## src/rtl/vga_pixel_gen.sv

```systemverilog
// VGA 640x480 pixel generator: turns the sync generator's pixel_X/pixel_Y
// into registered RGB. It supports four test patterns, and mode/colour
// updates are deferred to the frame boundary.
`timescale 1ns/1ps
module vga_pixel_gen #(
  parameter int HM       = 640,
  parameter int VM       = 480,
  parameter int BAR_W    = 80,
  parameter int BOX_X0   = 192,
  parameter int BOX_X1   = 447,
  parameter int BOX_Y0   = 112,
  parameter int BOX_Y1   = 367,
  parameter int CHK_LOG2 = 5
) (
  input  logic       CLK,
  input  logic       RESET,
  input  logic       p_tick,
  input  logic [9:0] pixel_X,
  input  logic [9:0] pixel_Y,
  input  logic       wr_req,
  input  logic [1:0] mode_in,
  input  logic [7:0] color_in,
  output logic       busy,
  output logic       wr_done,
  output logic       wr_err,
  output logic [7:0] rgb
);

  typedef enum logic {IDLE, PENDING} state_t;

  state_t     r_state;
  logic [1:0] r_mode, r_pend_mode;
  logic [7:0] r_color, r_pend_color;
  logic       r_busy, r_wr_done, r_wr_err;
  logic [7:0] r_rgb;

  logic       w_video_on, w_frame_bnd, w_in_box, w_chk_par;
  logic [2:0] w_bar_idx;
  logic [7:0] w_bar_rgb, w_pat;

  assign w_video_on  = (pixel_X < 10'(HM)) && (pixel_Y < 10'(VM));
  // First blanking line, first pixel: no visible pixel is being drawn here.
  assign w_frame_bnd = p_tick && (pixel_X == 10'd0) && (pixel_Y == 10'(VM));
  assign w_in_box    = (pixel_X >= 10'(BOX_X0)) && (pixel_X <= 10'(BOX_X1)) &&
                       (pixel_Y >= 10'(BOX_Y0)) && (pixel_Y <= 10'(BOX_Y1));
  assign w_chk_par   = pixel_X[CHK_LOG2] ^ pixel_Y[CHK_LOG2];

  // Bar index = pixel_X / BAR_W, done as a compare chain instead of a divider.
  always_comb begin
    w_bar_idx = 3'd0;
    for (int i = 1; i < 8; i++)
      if (pixel_X >= 10'(i * BAR_W)) w_bar_idx = 3'(i);
  end

  // Fixed colour-bar palette.
  always_comb begin
    w_bar_rgb = 8'h00;
    case (w_bar_idx)
      3'd0: w_bar_rgb = 8'hFF;
      3'd1: w_bar_rgb = 8'hFC;
      3'd2: w_bar_rgb = 8'h1F;
      3'd3: w_bar_rgb = 8'h1C;
      3'd4: w_bar_rgb = 8'hE3;
      3'd5: w_bar_rgb = 8'hE0;
      3'd6: w_bar_rgb = 8'h03;
      default: w_bar_rgb = 8'h00;
    endcase
  end

  // Pattern select from the active mode/colour.
  always_comb begin
    w_pat = r_color;
    case (r_mode)
      2'b00: w_pat = r_color;
      2'b01: w_pat = w_bar_rgb;
      2'b10: w_pat = w_in_box ? r_color : 8'h00;
      default: w_pat = w_chk_par ? ~r_color : r_color;
    endcase
  end

  // RGB register: loads every clock, so it stays aligned with the registered syncs.
  always_ff @(posedge CLK or posedge RESET) begin
    if (RESET) r_rgb <= 8'h00;
    else       r_rgb <= w_video_on ? w_pat : 8'h00;
  end

  // Update handshake FSM: hold one request and apply it at the frame boundary.
  always_ff @(posedge CLK or posedge RESET) begin
    if (RESET) begin
      r_state      <= IDLE;
      r_mode       <= 2'b00;
      r_color      <= 8'hFF;
      r_pend_mode  <= 2'b00;
      r_pend_color <= 8'h00;
      r_busy       <= 1'b0;
      r_wr_done    <= 1'b0;
      r_wr_err     <= 1'b0;
    end else begin
      r_wr_done <= 1'b0;
      r_wr_err  <= 1'b0;
      case (r_state)
        IDLE: begin
          if (wr_req) begin
            r_pend_mode  <= mode_in;
            r_pend_color <= color_in;
            r_busy       <= 1'b1;
            r_state      <= PENDING;
          end
        end
        default: begin
          if (w_frame_bnd) begin
            r_mode    <= r_pend_mode;
            r_color   <= r_pend_color;
            r_wr_done <= 1'b1;
            if (wr_req) begin
              // Back-to-back request rides the boundary: it becomes the new pending value.
              r_pend_mode  <= mode_in;
              r_pend_color <= color_in;
            end else begin
              r_busy  <= 1'b0;
              r_state <= IDLE;
            end
          end else if (wr_req) begin
            r_wr_err <= 1'b1;
          end
        end
      endcase
    end
  end

  assign busy    = r_busy;
  assign wr_done = r_wr_done;
  assign wr_err  = r_wr_err;
  assign rgb     = r_rgb;

endmodule

```

## config.mk

```make
export PLATFORM = sky130hd
export DESIGN_NAME = vga_pixel_gen
export DESIGN_NICKNAME = d
export VERILOG_FILES = /design/src/rtl/vga_pixel_gen.sv
export SDC_FILE = /design/constraint.sdc
export NUM_CORES = 1
export LEC_CHECK = 0
export ABC_CLOCK_PERIOD_IN_PS = 1680
export CAP_MARGIN = 20
export CORE_MARGIN = 8
export CORE_UTILIZATION = 47
export DETAILED_ROUTE_END_ITERATION = 7
export GPL_ROUTABILITY_DRIVEN = 0
export GPL_TIMING_DRIVEN = 0
export PLACE_DENSITY = 0.79
export SYNTH_ARGS = -nofsm -noshare
export SYNTH_HDL_FRONTEND = slang
export SYNTH_SLANG_ARGS = --single-unit
```

## constraint.sdc

```tcl
create_clock -name CLK -period 1.68 [get_ports CLK]
set_input_delay 0.252 -clock CLK [delete_from_list [all_inputs] [get_ports CLK]]
set_output_delay 0.252 -clock CLK [all_outputs]
set_load 0.005 [all_outputs]
```

; ---- After elaboration in Yosys (flattened, before gate mapping)
; Cells that the tools add are included.
[word_totals]
romBits = 0
memories = 0
mem_bits_rw = 0
register_bits = 32
latch_bits = 0
out_inout_bits = 11
in_bits = 34
[classes]
n_div = 0
eq_ne = 11
shift = 0
n_addsub = 0
n_mux = 29
n_reduce_logical = 12
magnitude_cmp = 13
multipliers = 0
bitwise = 2
[op_table]
columns = op, count
row1 = $pmux W8 S7, 1
row2 = $mux W8, 6
row3 = $ge A10 B8 Y1 const B, 3
row4 = $ge A10 B9 Y1 const B, 3
row5 = $pmux W8 S3, 1
row6 = $ge A10 B7 Y1 const B, 2
row7 = $le A10 B9 Y1 const B, 2
row8 = $mux W3, 6
row9 = $mux W1, 12
row10 = $eq A10 B9 Y1 const B, 1
row11 = $ge A10 B10 Y1 const B, 1
row12 = $logic_not A10 Y1, 1
row13 = $lt A10 B10 Y1 const B, 1
row14 = $lt A10 B9 Y1 const B, 1
row15 = $eq A3 B3 Y1 const B, 3
row16 = $not A8 Y8, 1
row17 = $eq A3 B2 Y1 const B, 2
row18 = $logic_and A1 B1 Y1, 6
row19 = $mux W2, 3
row20 = $eq A3 B1 Y1 const B, 1
row21 = $logic_not A3 Y1, 1
row22 = $reduce_and A3 Y1, 1
row23 = $eq A2 B1 Y1 const B, 1
row24 = $eq A2 B2 Y1 const B, 1
row25 = other kinds (6), 6

; ---- Depth between registers and ports, before layout
[depth]
depth_word = 12
ltp_mapped = 7

; ---- Least setup slack after synthesis
; OpenSTA, ideal clock, no wires.
[synth_timing]
kind = input to register
startpoint = input port pixel_X[7]
endpoint = register r_mode[0]
required_time_ns = 1.555
cell_stages = 7
path_buffers = 2
setup_ns = 0.125
arrival_time_ns = 1.762
path_slack_ns = -0.207
path_cell_list = buf_6 nor3_2 nand4_1 or4_4 or2_4 buf_6 mux2_4
[synth_via]
elab_chain_cells = 4
[synth_lines]
columns = element, line_no
row1 = start: declaration, 18  ; input logic [9:0] pixel_X,
row2 = $logic_not A10 Y1, 43  ; assign w_frame_bnd = p_tick && (pixel_X == 10'd0) && (pixel_Y == 10'(VM));
row3 = $logic_and A1 B1 Y1 (2 in series), 43
row4 = $reduce_and A2 Y1 (no line), -
row5 = end signal: assignment, 112  ; r_mode <= r_pend_mode;
row6 = end: declaration, 32  ; logic [1:0] r_mode, r_pend_mode;
; No other way between the ends.
; A chain may end at the register's enable or synchronous reset.

; ---- Final worst setup path
[layout_timing]
startpoint = input port pixel_Y[0]
endpoint = register r_mode[0]
[layout_via]
elab_chain_cells = 3
[layout_lines]
columns = element, line_no
row1 = start: declaration, 19  ; input logic [9:0] pixel_Y,
row2 = $eq A10 B9 Y1, 43
row3 = $logic_and A1 B1 Y1, 43
row4 = $reduce_and A2 Y1 (no line), -
; No other way between the ends.

==> run summary <==
R2r worst-path depth: 5
Worst slack at placement: -738.8 ps
R2r setup slk: 160 ps
Syn Nets: 169
Area grow syn2layout: 46.54%
Core box area: 3284 µm²
Mapped cell area: 1589 µm²
Initial Util: 0.4838
TritonCTS clock tree: built
Achievable Freq: 594.6 MHz
CTS Sinks: 32
Syn Area/Cell: 11.77 µm²
Initial antenna violation count: 0
WL per Instance: 16.60 µm
Actual slew at the worst max-slew pin: 430.7 ps
DRC viols: 0
Via count: 1356
First-pass GRT wire length: 6.720 mm
Final Hold Viols: 0
CTS Root Cell: clkbuf_4
Most frequent cells in the layout: clkdlybuf4s50_1, dfrtp_1, buf_4
RSZ-0062 raised after global routing: yes
Final setup margin: -1.896 ps
Antenna diodes: 0
Setup violations, final: 1
Fin crit period: 1682 ps
Synth Instances: 135
Remaining Overflow, GRT: 0
IO Pins: 45
Type of origin of the critical path: primary input
Worst-path clk slew: 100 ps
Total Nets Final: 232
Status: complete, but fails checks
Hold Crit Class: in -> async
P_leak: 1.009 nW
Reg-to-reg critical path endpoint: rgb[1]
Sequential fraction of the synthesis area: 0.5102
Drt first pass iters: 4
Die Ht: 74.15 µm
Global-route usage over all layers: 0.1609
DR vias/cell: 5.535
Die Span X: 74.15 µm
Period utilisation layout: 1.001
Main synth FF type: dfrtp_1
Antenna-violating nets left: 0
Slew Limit Fails: 0
Violated checks: negative setup slack
Fin util: 0.7090
Crit-path max FO: 5
Die Footprint: 5497 µm²
CP required: 1900 ps
Clock Latency Late Sink: 330 ps
Pin count of the biggest net entering global routing: 33
Row count: 21
Relative slew slack: 0.7110
H-tree levels: 2
Pwr Density: 681.3 nW/µm²
Reg2reg start: r_mode[0]
Max VDD drop: 0.4434 mV
Port buffer count: 42
Vias in the first global route: 1491
CTS Buffer Depth: 2
TritonCTS Buffers: 5
#FFs+latches synth: 32
Synth Warn #: 0
DR iter-0 viols: 91
Post-synth EDFFs: 0
Unique cell type count in the Yosys netlist: 38
Hpwl dp: 2.713 mm
Async SR Flop Fraction: 1.000
Crit path kind: in -> reg
Ratio of cells with drive above 1 in the final layout: 0.4221
Commonest non-fill, non-tap cell in the layout: clkdlybuf4s50_1
Worst EP arrival: 1900 ps
Final WL: 4.067 mm
Max Cap Viol: 0
CP endpoint kind: register
Post-route clock skew: 7.698 ps
layer usage:
metal  share of wire  up-vias  global-route usage
li1                -      621                   -
met1            0.37      660              0.1600
met2            0.52       61              0.2803
met3           0.070       14             0.06334
met4           0.032        0             0.08869
met5               0        -                   0
power breakdown:
group | switching, mW | total [mW] | internal [mW] | leakage, nW
Combinational | 0.0843 | 0.198 | 0.114 | 0.581
Clock | 0.261 | 0.573 | 0.312 | 0.0422
Sequential | 0.0150 | 0.815 | 0.800 | 0.386
cell type report:
| class | instances | area [µm²] |
|---|---|---|
| tap | 46 | 57.56 |
| clock inverter | 2 | 35.03 |
| fill | 244 | 955.9 |
| inverter | 7 | 26.28 |
| clock buffer | 6 | 41.29 |
| sequential | 32 | 813.3 |
| multi-input combinational | 91 | 768.2 |
| timing repair buffer | 57 | 540.5 |
| buffer | 4 | 46.29 |
worst max-delay path by stage:
| stage | start | endpoint | slack [ps] | cells past startpoint |
|---|---|---|---|---|
| final | pixel_Y[0] | r_mode[0] | -2 | 7 |
| after global routing | pixel_X[9] | r_mode[0] | -40 | 7 |
| after CTS | pixel_X[1] | r_mode[0] | -40 | 7 |
| after detailed placement | pixel_X[6] | r_mode[0] | -740 | 7 |
| after global placement | pixel_X[6] | r_mode[1] | -720 | 7 |
| after floorplan | pixel_X[7] | r_mode[0] | -200 | 7 |
Yosys cell counts (4+ instances only):
library cell  instances  area [µm²]
mux2_2               12       135.1
a21oi_1               4       20.02
mux2_4                8       120.1
o21ai_0               5       25.02
nand2_1               9       33.78
dfstp_2               8       210.2
inv_1                 7       26.28
a311oi_1              4       35.03
dfrtp_1              24       600.6
nor2_1                9       33.78
worst max-delay path, cell delays in order:
cell,delay [ps]
buf_6,90
nor4_4,240
nand2_1,80
or4_4,510
or2_4,290
buf_8,150
mux2_4,290
through the flow:
| step | power (mW) | instances | hold slack (ps) | TNS (ps) | cell area, µm² |
|---|---|---|---|---|---|
| global placement | 0.9995 | 223 | 484.6 | -17050 | 2081 |
| floorplan | 0.9037 | 135 | 344.3 | -2637 | 1603 |
| finish | 1.586 | 245 | 163.8 | -1.896 | 2328 |
| global route | 1.657 | 245 | 197.3 | -61.90 | 2328 |
| detailed placement | 1.009 | 223 | 491.9 | -17750 | 2081 |
| CTS | 1.577 | 243 | 414.8 | -62.75 | 2268 |
kinds of logic (layout without fill, tap and decap cells):
| family | Yosys count | after routing | synth area share |
|---|---|---|---|
| AND/OR/NAND/NOR | 39 | 39 | 0.1331 |
| flip-flops | 32 | 32 | 0.5102 |
| AO/OA/AOI/OAI | 28 | 28 | 0.1299 |
| multiplexers | 21 | 21 | 0.1669 |
| buffers and inverters | 12 | 76 | 0.04330 |
| XOR/XNOR | 3 | 3 | 0.01654 |
registers in the layout, indices dropped and copies added, names as in the netlist:
| signal | count |
|---|---|
| r_pend_color | 8 |
| wr_done | 1 |
| wr_err | 1 |
| r_color | 8 |
| r_pend_mode | 2 |
| busy | 1 |
| r_state | 1 |
| rgb | 8 |
| r_mode | 2 |
repair_timing:
item	4_1_cts	5_1_grt
gates cloned	1	0
pin swaps	12	7
gates resized for setup	47	19
hold buffers	0	0
endpoints found under the setup margin	25	26
setup buffers	11	2
(Power assumes the default switching activity.)
